## src/rtl/hazard_pkg.sv

```systemverilog
// Shared definitions for the hazard/stall controller: FSM encodings and
// register-address constants.
package hazard_pkg;

    localparam int REG_ADDR_W = 5;
    localparam logic [REG_ADDR_W-1:0] ZERO_REG = 5'd0;

    typedef enum logic [1:0] {
        RUN      = 2'b00,
        MUL_BUSY = 2'b01
    } hz_state_e;

endpackage

```

## src/rtl/hazard_stall_unit_reg_match.sv

```systemverilog
// Nonzero equality comparator for register specifiers; $0 never matches
// because writes to it are discarded and cannot create a dependence.
module reg_match
    import hazard_pkg::*;
(
    input  logic [REG_ADDR_W-1:0] a_i,
    input  logic [REG_ADDR_W-1:0] b_i,
    output logic                  match_o
);

    assign match_o = (a_i == b_i) && (a_i != ZERO_REG);

endmodule

```

## src/rtl/hazard_stall_unit.sv

```systemverilog
// Stall/flush controller for the 5-stage pipeline: load-use and branch-in-ID
// dependences, multicycle multiply occupancy, and a saturating stall counter.
module hazard_stall_unit
    import hazard_pkg::*;
#(
    parameter int MUL_LATENCY = 4,
    parameter int PERF_WIDTH  = 16
) (
    input  logic                  Clk,
    input  logic                  Rst,
    input  logic [REG_ADDR_W-1:0] IF_ID_RegisterRs,
    input  logic [REG_ADDR_W-1:0] IF_ID_RegisterRt,
    input  logic                  ID_UsesRt,
    input  logic                  ID_Branch,
    input  logic                  ID_BranchTaken,
    input  logic                  ID_EX_MemRead,
    input  logic                  ID_EX_RegWrite,
    input  logic [REG_ADDR_W-1:0] ID_EX_RegisterRd,
    input  logic                  EX_MEM_MemRead,
    input  logic [REG_ADDR_W-1:0] EX_MEM_RegisterRd,
    input  logic                  EX_MulStart,
    output logic                  PCWrite,
    output logic                  IF_ID_Write,
    output logic                  ID_EX_Bubble,
    output logic                  ID_EX_Hold,
    output logic                  EX_MEM_Bubble,
    output logic                  IF_ID_Flush,
    output logic [1:0]            HazardState,
    output logic [PERF_WIDTH-1:0] StallCycles
);

    localparam logic [3:0] MUL_INIT = 4'(MUL_LATENCY - 2);

    hz_state_e             state_q, state_d;
    logic [3:0]            mul_cnt_q, mul_cnt_d;
    logic [PERF_WIDTH-1:0] stall_cnt_q;

    logic lu_rs_s, lu_rt_s, bx_rs_s, bx_rt_s, bm_rs_s, bm_rt_s;
    logic load_use_s, br_ex_s, br_mem_s, data_stall_s;
    logic pc_write_s, if_id_write_s, id_ex_bubble_s, id_ex_hold_s;
    logic ex_mem_bubble_s, if_id_flush_s;

    reg_match u_lu_rs (.a_i(ID_EX_RegisterRd),  .b_i(IF_ID_RegisterRs), .match_o(lu_rs_s));
    reg_match u_lu_rt (.a_i(ID_EX_RegisterRd),  .b_i(IF_ID_RegisterRt), .match_o(lu_rt_s));
    reg_match u_bx_rs (.a_i(ID_EX_RegisterRd),  .b_i(IF_ID_RegisterRs), .match_o(bx_rs_s));
    reg_match u_bx_rt (.a_i(ID_EX_RegisterRd),  .b_i(IF_ID_RegisterRt), .match_o(bx_rt_s));
    reg_match u_bm_rs (.a_i(EX_MEM_RegisterRd), .b_i(IF_ID_RegisterRs), .match_o(bm_rs_s));
    reg_match u_bm_rt (.a_i(EX_MEM_RegisterRd), .b_i(IF_ID_RegisterRt), .match_o(bm_rt_s));

    assign load_use_s   = ID_EX_MemRead && (lu_rs_s || (lu_rt_s && ID_UsesRt));
    assign br_ex_s      = ID_Branch && ID_EX_RegWrite && (bx_rs_s || bx_rt_s);
    assign br_mem_s     = ID_Branch && EX_MEM_MemRead && (bm_rs_s || bm_rt_s);
    assign data_stall_s = load_use_s || br_ex_s || br_mem_s;

    // Next-state, multiply countdown and per-state pipeline controls
    always_comb begin
        state_d         = state_q;
        mul_cnt_d       = mul_cnt_q;
        pc_write_s      = 1'b0;
        if_id_write_s   = 1'b0;
        id_ex_bubble_s  = 1'b1;
        id_ex_hold_s    = 1'b0;
        ex_mem_bubble_s = 1'b0;
        if_id_flush_s   = 1'b0;
        case (state_q)
            RUN: begin
                if (EX_MulStart) begin
                    state_d   = MUL_BUSY;
                    mul_cnt_d = MUL_INIT;
                end else begin
                    state_d   = RUN;
                end
                if (data_stall_s) begin
                    pc_write_s     = 1'b0;
                    if_id_write_s  = 1'b0;
                    id_ex_bubble_s = 1'b1;
                    if_id_flush_s  = 1'b0;
                end else begin
                    pc_write_s     = 1'b1;
                    if_id_write_s  = 1'b1;
                    id_ex_bubble_s = 1'b0;
                    if_id_flush_s  = ID_BranchTaken;
                end
            end
            MUL_BUSY: begin
                id_ex_bubble_s  = 1'b0;
                id_ex_hold_s    = 1'b1;
                ex_mem_bubble_s = 1'b1;
                if (mul_cnt_q == 4'd0) begin
                    state_d   = RUN;
                    mul_cnt_d = 4'd0;
                end else begin
                    mul_cnt_d = mul_cnt_q - 4'd1;
                end
            end
            default: begin
                state_d   = RUN;
                mul_cnt_d = 4'd0;
            end
        endcase
    end

    // FSM state and multiply countdown registers
    always_ff @(posedge Clk or negedge Rst) begin
        if (!Rst) begin
            state_q   <= RUN;
            mul_cnt_q <= 4'd0;
        end else begin
            state_q   <= state_d;
            mul_cnt_q <= mul_cnt_d;
        end
    end

    // Saturating count of cycles in which the PC was held
    always_ff @(posedge Clk or negedge Rst) begin
        if (!Rst) begin
            stall_cnt_q <= '0;
        end else if (!pc_write_s && (stall_cnt_q != {PERF_WIDTH{1'b1}})) begin
            stall_cnt_q <= stall_cnt_q + {{(PERF_WIDTH-1){1'b0}}, 1'b1};
        end else begin
            stall_cnt_q <= stall_cnt_q;
        end
    end

    // Reset overrides the decode asynchronously so the pipeline freezes at once
    assign PCWrite       = Rst & pc_write_s;
    assign IF_ID_Write   = Rst & if_id_write_s;
    assign ID_EX_Bubble  = ~Rst | id_ex_bubble_s;
    assign ID_EX_Hold    = Rst & id_ex_hold_s;
    assign EX_MEM_Bubble = Rst & ex_mem_bubble_s;
    assign IF_ID_Flush   = Rst & if_id_flush_s;
    assign HazardState   = state_q;
    assign StallCycles   = stall_cnt_q;

endmodule

```

## config.mk

```make
export PLATFORM = sky130hd
export DESIGN_NAME = hazard_stall_unit
export DESIGN_NICKNAME = d
export VERILOG_FILES = /design/src/rtl/hazard_pkg.sv /design/src/rtl/hazard_stall_unit_reg_match.sv /design/src/rtl/hazard_stall_unit.sv
export SDC_FILE = /design/constraint.sdc
export NUM_CORES = 1
export LEC_CHECK = 0
export ABC_AREA = 1
export CAP_MARGIN = 20
export CORE_MARGIN = 4
export CORE_UTILIZATION = 30
export DETAILED_ROUTE_END_ITERATION = 7
export MAX_ROUTING_LAYER = met4
export SLEW_MARGIN = 0
export SYNTH_ARGS = -nofsm -noshare
export SYNTH_HDL_FRONTEND = slang
export SYNTH_SLANG_ARGS = --single-unit
```

## constraint.sdc

```tcl
create_clock -name Clk -period 1.9 [get_ports Clk]
set_input_delay 0.38 -clock Clk [delete_from_list [all_inputs] [get_ports Clk]]
set_output_delay 0.38 -clock Clk [all_outputs]
set_load 0.05 [all_outputs]
```

Word level (Yosys, flattened, before mapping):

Index checks and enable logic that the tools add are counted.

* register bits after elaboration: 22
* input port bits: 29
* output and inout port bits: 24
* word-level logic and storage cells: 52

* add/sub/neg operators: 2
* equality and inequality tests: 8
* mux-type cells: 13
* bitwise operators: 5
* reduce and logical (&&, ||, !) cells: 21

Operators by type and width (count)
* equality test 5 bit: 4
* adder 16 x 1 -> 16 bit, second input constant: 1
* != test 16 bit, second input constant: 1
* logical AND 1 bit: 11
* nonzero test 5 bit: 2
* two-way mux 4 bit: 2
* one-hot mux 4 bit (2 select lines): 1
* two-way mux 1 bit: 7
* logical OR 1 bit: 5
* logical NOT 4 bit: 1
* != test 2 bit, second input constant: 2
* one-hot mux 2 bit (2 select lines): 1
* subtractor 4 x 1 -> 4 bit, second input constant: 1
* AND 1 bit: 3
* equality test 2 x 1 -> 1 bit, second input constant: 1
* logical NOT 2 bit: 1
* two-way mux 2 bit: 1
* one-hot mux 1 bit (2 select lines): 1
* logical NOT 1 bit: 1
* NOT 1 bit: 1
* bitwise OR 1 bit: 1

Longest topological paths before layout:

* depth in word-level cells: 11
* mapped depth: 12
* gate-level depth less buffers: 11

Hierarchy:

A second synthesis with hierarchy kept.

* cell total of the unflattened synthesis: 385
* area total of the unflattened synthesis: 2120.8 um^2

By module, submodules not included
* hazard_stall_unit: times used 1, cells an instance 205, area an instance 1407.6 um^2, seq. area each 525.5 um^2
* reg_match: times used 6, cells an instance 30, area an instance 118.9 um^2, seq. area each 0.0 um^2

Least setup slack after synthesis:

OpenSTA, ideal clock, no wires.

* path kind: in2out
* start point: input ID_EX_RegisterRd[2]
* end point: output IF_ID_Flush
* arrival: 2260 ps
* data required time: 1520 ps
* slack: -740 ps
* cell stages on the path: 8
* path buffers: 1
* path through: nor3_1 nand3_1 o21ai_1 inv_1 nand2_1 nand3_2 buf_2 nor3_1

* cells in the longest elaborated chain, start to end: 10
* elaborated cells on any way between the ends: 15
* those cells by class: eq/ne: 2; mux: 2; bitwise: 1; reduce/logical: 10

Ends and longest elaborated chain
* from (decl): RTL line hazard_stall_unit.sv:18 `input logic [REG_ADDR_W-1:0] ID_EX_RegisterRd,`
* equality test 5 bit / nonzero test 5 bit (equally long branches): RTL line hazard_stall_unit_reg_match.sv:11 `assign match_o = (a_i == b_i) && (a_i != ZERO_REG);`
* logical AND 1 bit: RTL line hazard_stall_unit_reg_match.sv:11
* logical AND 1 bit: RTL line hazard_stall_unit.sv:50 `assign load_use_s = ID_EX_MemRead && (lu_rs_s || (lu_rt_s && ID_UsesRt));`
* logical OR 1 bit: RTL line hazard_stall_unit.sv:50
* logical AND 1 bit: RTL line hazard_stall_unit.sv:50
* logical OR 1 bit * (2 in series): RTL line hazard_stall_unit.sv:53 `assign data_stall_s = load_use_s || br_ex_s || br_mem_s;`
* two-way mux 1 bit *: RTL line hazard_stall_unit.sv:73 `if (data_stall_s) begin`
* two-way mux 1 bit *: RTL line hazard_stall_unit.sv:65 `case (state_q)`
* AND 1 bit *: RTL line hazard_stall_unit.sv:131 `assign IF_ID_Flush = Rst & if_id_flush_s;`
* to (decl): RTL line hazard_stall_unit.sv:27 `output logic IF_ID_Flush,`

Every way passes the cells marked *; elsewhere a longest branch is shown, timed or not.

Worst setup path after layout:

* start point: input EX_MEM_RegisterRd[4]
* end point: output IF_ID_Flush

* cells in the longest elaborated chain, start to end: 8
* elaborated cells on any way between the ends: 11
* those cells by class: eq/ne: 2; mux: 2; bitwise: 1; reduce/logical: 6

Ends and longest elaborated chain
* from (decl): RTL line hazard_stall_unit.sv:20 `input logic [REG_ADDR_W-1:0] EX_MEM_RegisterRd,`
* equality test 5 bit / nonzero test 5 bit (equally long branches): RTL line hazard_stall_unit_reg_match.sv:11
* logical AND 1 bit: RTL line hazard_stall_unit_reg_match.sv:11
* logical OR 1 bit *: RTL line hazard_stall_unit.sv:52 `assign br_mem_s = ID_Branch && EX_MEM_MemRead && (bm_rs_s || bm_rt_s);`
* logical AND 1 bit *: RTL line hazard_stall_unit.sv:52
* logical OR 1 bit *: RTL line hazard_stall_unit.sv:53
* two-way mux 1 bit *: RTL line hazard_stall_unit.sv:73
* two-way mux 1 bit *: RTL line hazard_stall_unit.sv:65
* AND 1 bit *: RTL line hazard_stall_unit.sv:131

Marked as above.

==> flow_summary.yaml <==
status:
  status: "completed"
yosys:
  syn_inst: 265
  yosysSeqAreaShare_pct: 30.7
  avgSynthCellArea_um2: 6.45
  synth.area.top_cells: "dfrtp_1, nand2_1, nand3_1"
  synth_most_common_cell: "nand2_1"
  synth_edf_count: 0
  synth_commonest_cells: "nand2_1, inv_1, nand3_1"
  ys_types: 29
  ys_ff_latch: 21
  yosys_most_used_dff: "dfrtp_1"
  ys_warn_count: 0
  synth_top_cell_by_area: "dfrtp_1"
  synth_nets: 295
  synth_top_area_share_pct: 30.7
  synth-async-reset-ratio_pct: 100
  syn_area_um2: 1710
placed_design:
  gp_congestion: 0.882
  portBuffers: 51
  post-dp-hpwl_mm: 3.88
  dpl.cell_count: 397
routing:
  num_vias: 1815
  via_per_inst: 4.51
  antenna_left: 0
  drc: 0
  post_drt_wl_per_cell_um: 11.5
  drt_pass1_iterations: 4
  first_iter_violations: 55
  wirelength_mm: 4.63
finish:
  nNetsFinal: 361
  multiInputGateArea_um2: 1050
  drive_above_1_share_pct: 29.7
  fillers: 571
  regArea_um2: 528
  antenna_cells: 0
  instances_no_fill: 402
  syn2layout_area_growth_pct: 44.1
clock_network:
  clock_latency_ps: 270
  cts_hold_buf: 0
  cts_tree: "yes"
  clkSlewWorstSetupHoldPaths_ps: 80
  ctsLongestPathBuffers: 2
  htreeDepth: 1
  cts.sinks: 21
  root_buffer: "clkbuf_8"
  numCtsBuffers: 3
timing:
  fmax_mhz: 542
  finalSetupViolations: 0
  min_period_over_period_pct: 97.2
  slew_viol_final: 0
  skew_ps: 8.41
  finalHoldViolations: 0
  rsz0062_at_grt: "true"
  min_period_ps: 1850
worst_setup_path:
  critical_path_arrival_ps: 1470
  max_stage_delay_ps: 180
  crit_top_cell: "nand3_1"
  crit_type: "primary input to output port"
  worst-r2r-cell-count: 9
  startpoint_type: "primary input"
  slowest_stage: "nor3_2"
  worstSetupStartpoint: "EX_MEM_RegisterRd[4]"
  end_kind: "output port"
  cp_cell_sequence: "buf_2 > nor3_2 > nand3_1 > nand3_1 > inv_1 > nand2_2 > nand3_4 > nor3_4 > buf_12"
  r2r_start: "StallCycles[0]"
  worstReg2RegEnd: "StallCycles[2]"
  required_ps: 1520
  crit_fanout: 4
  reg2reg_slack_ps: 260
floorplanning:
  num_rows: 27
  die_h_um: 83.5
  die-width_um: 83.5
  start_util_pct: 31.0
  core_um2: 5510
  dieArea_um2: 6970
  io-pin-count: 53
global_routing:
  grtUsageTotal_pct: 14.5
  antenna_found_initial: 0
  grt_pass1_wl_mm: 8.42
  grt_overflow: 0
  first_global_vias: 1825
  grt_max_degree: 17
power:
  power_density_nw_per_um2: 921
  vdd_drop_max_v: 0.000478
  cellLeakagePower_nw: 1.33
  total_power_mw: 2.27
run:
  drv_cap: 0
hold_path:
  hp-class: "primary input to asynchronous set/reset pin"
-- cells in the final DEF, fill, tap and decap left out, drive strengths merged --
master and instances:
xnor2 8, inv 41, o31ai 1, clkdlybuf4s15 1
clkinvlp 1, nand3b 1, nor3 11, a21oi 3
conb 1, buf 61, dlygate4sd2 2, clkbuf 4
and3 1, xor2 10, ha 1, a31oi 1
nand2 98, o211ai 1, clkdlybuf4s50 3, dfrtp 21
nand4 1, nor2 17, nand3 35, o21ai 6
-- per-stage QoR --
stage	util, %	instance area (um2)	worst slack, ps	TNS, ps	hold WS (ps)
final	44.7	2460	53.9	0	364
after CTS	44.9	2470	-26.4	-26.4	397
after detailed placement	44.7	2460	-428	-6770	523
after global placement	44.7	2460	-423	-6660	515
after floorplan	-	1760	-120	-132	84.4
after global routing	44.7	2460	-27.4	-50.5	401
-- power breakdown --
group / internal (mW) / leakage [nW] / switching, mW / total [mW]
Sequential: 0.533 / 0.278 / 0.0749 / 0.608
Combinational: 0.508 / 1.03 / 0.848 / 1.36
Clock: 0.148 / 0.0217 / 0.155 / 0.304
-- worst max-delay path by stage --
stage / to / depth (start not counted)
CTS: IF_ID_Flush / 9
finish: IF_ID_Flush / 9
floorplan: PCWrite / 9
global route: IF_ID_Flush / 9
global placement: IF_ID_Write / 9
detailed placement: IF_ID_Write / 9
-- critical path, delay by kind of cell --
family        cells  cell delay (ps)
simple gates      6              740
buf+inv           3              340
-- logic make-up after synthesis --
logic type / share of synthesized area [%]
AOI/OAI and AO/OA: 3.88
xor gates and xnor gates: 9.22
adders and majority gates: 0.732
buffers and inverters: 12.0
DFF: 30.7
other: 0.219
and+or+nand+nor: 43.2
-- repair_timing --
action | in CTS | in global routing
gates resized for setup | 111 | 7
pin swaps | 17 | 10
setup buffers | 1 | 0
endpoints found under the setup margin | 20 | 4
endpoints found under the hold margin | 0 | 0
-- area by class of cell --
class / count / area share (%)
inverter: 41 / 6.25
timing repair buffer: 68 / 23.9
sequential: 21 / 21.4
clock buffer: 3 / 1.68
tap: 72 / 3.66
clock inverter: 1 / 0.305
multi-input combinational: 196 / 42.8
-- registers in the layout, summed over array words and instances (netlist names) --
signal / count
StallCycles: 16
HazardState: 1
mul_cnt_q: 4
-- per-layer routing --
metal | wire (um) | vias to the layer above | global-route usage [%]
met1 | 2210 | 818 | 19.0
met5 | 0 | - | -
li1 | - | 949 | -
met2 | 2170 | 40 | 23.5
met4 | 70 | 0 | 3.22
met3 | 188 | 8 | 2.76
(Power assumes the default switching activity.)
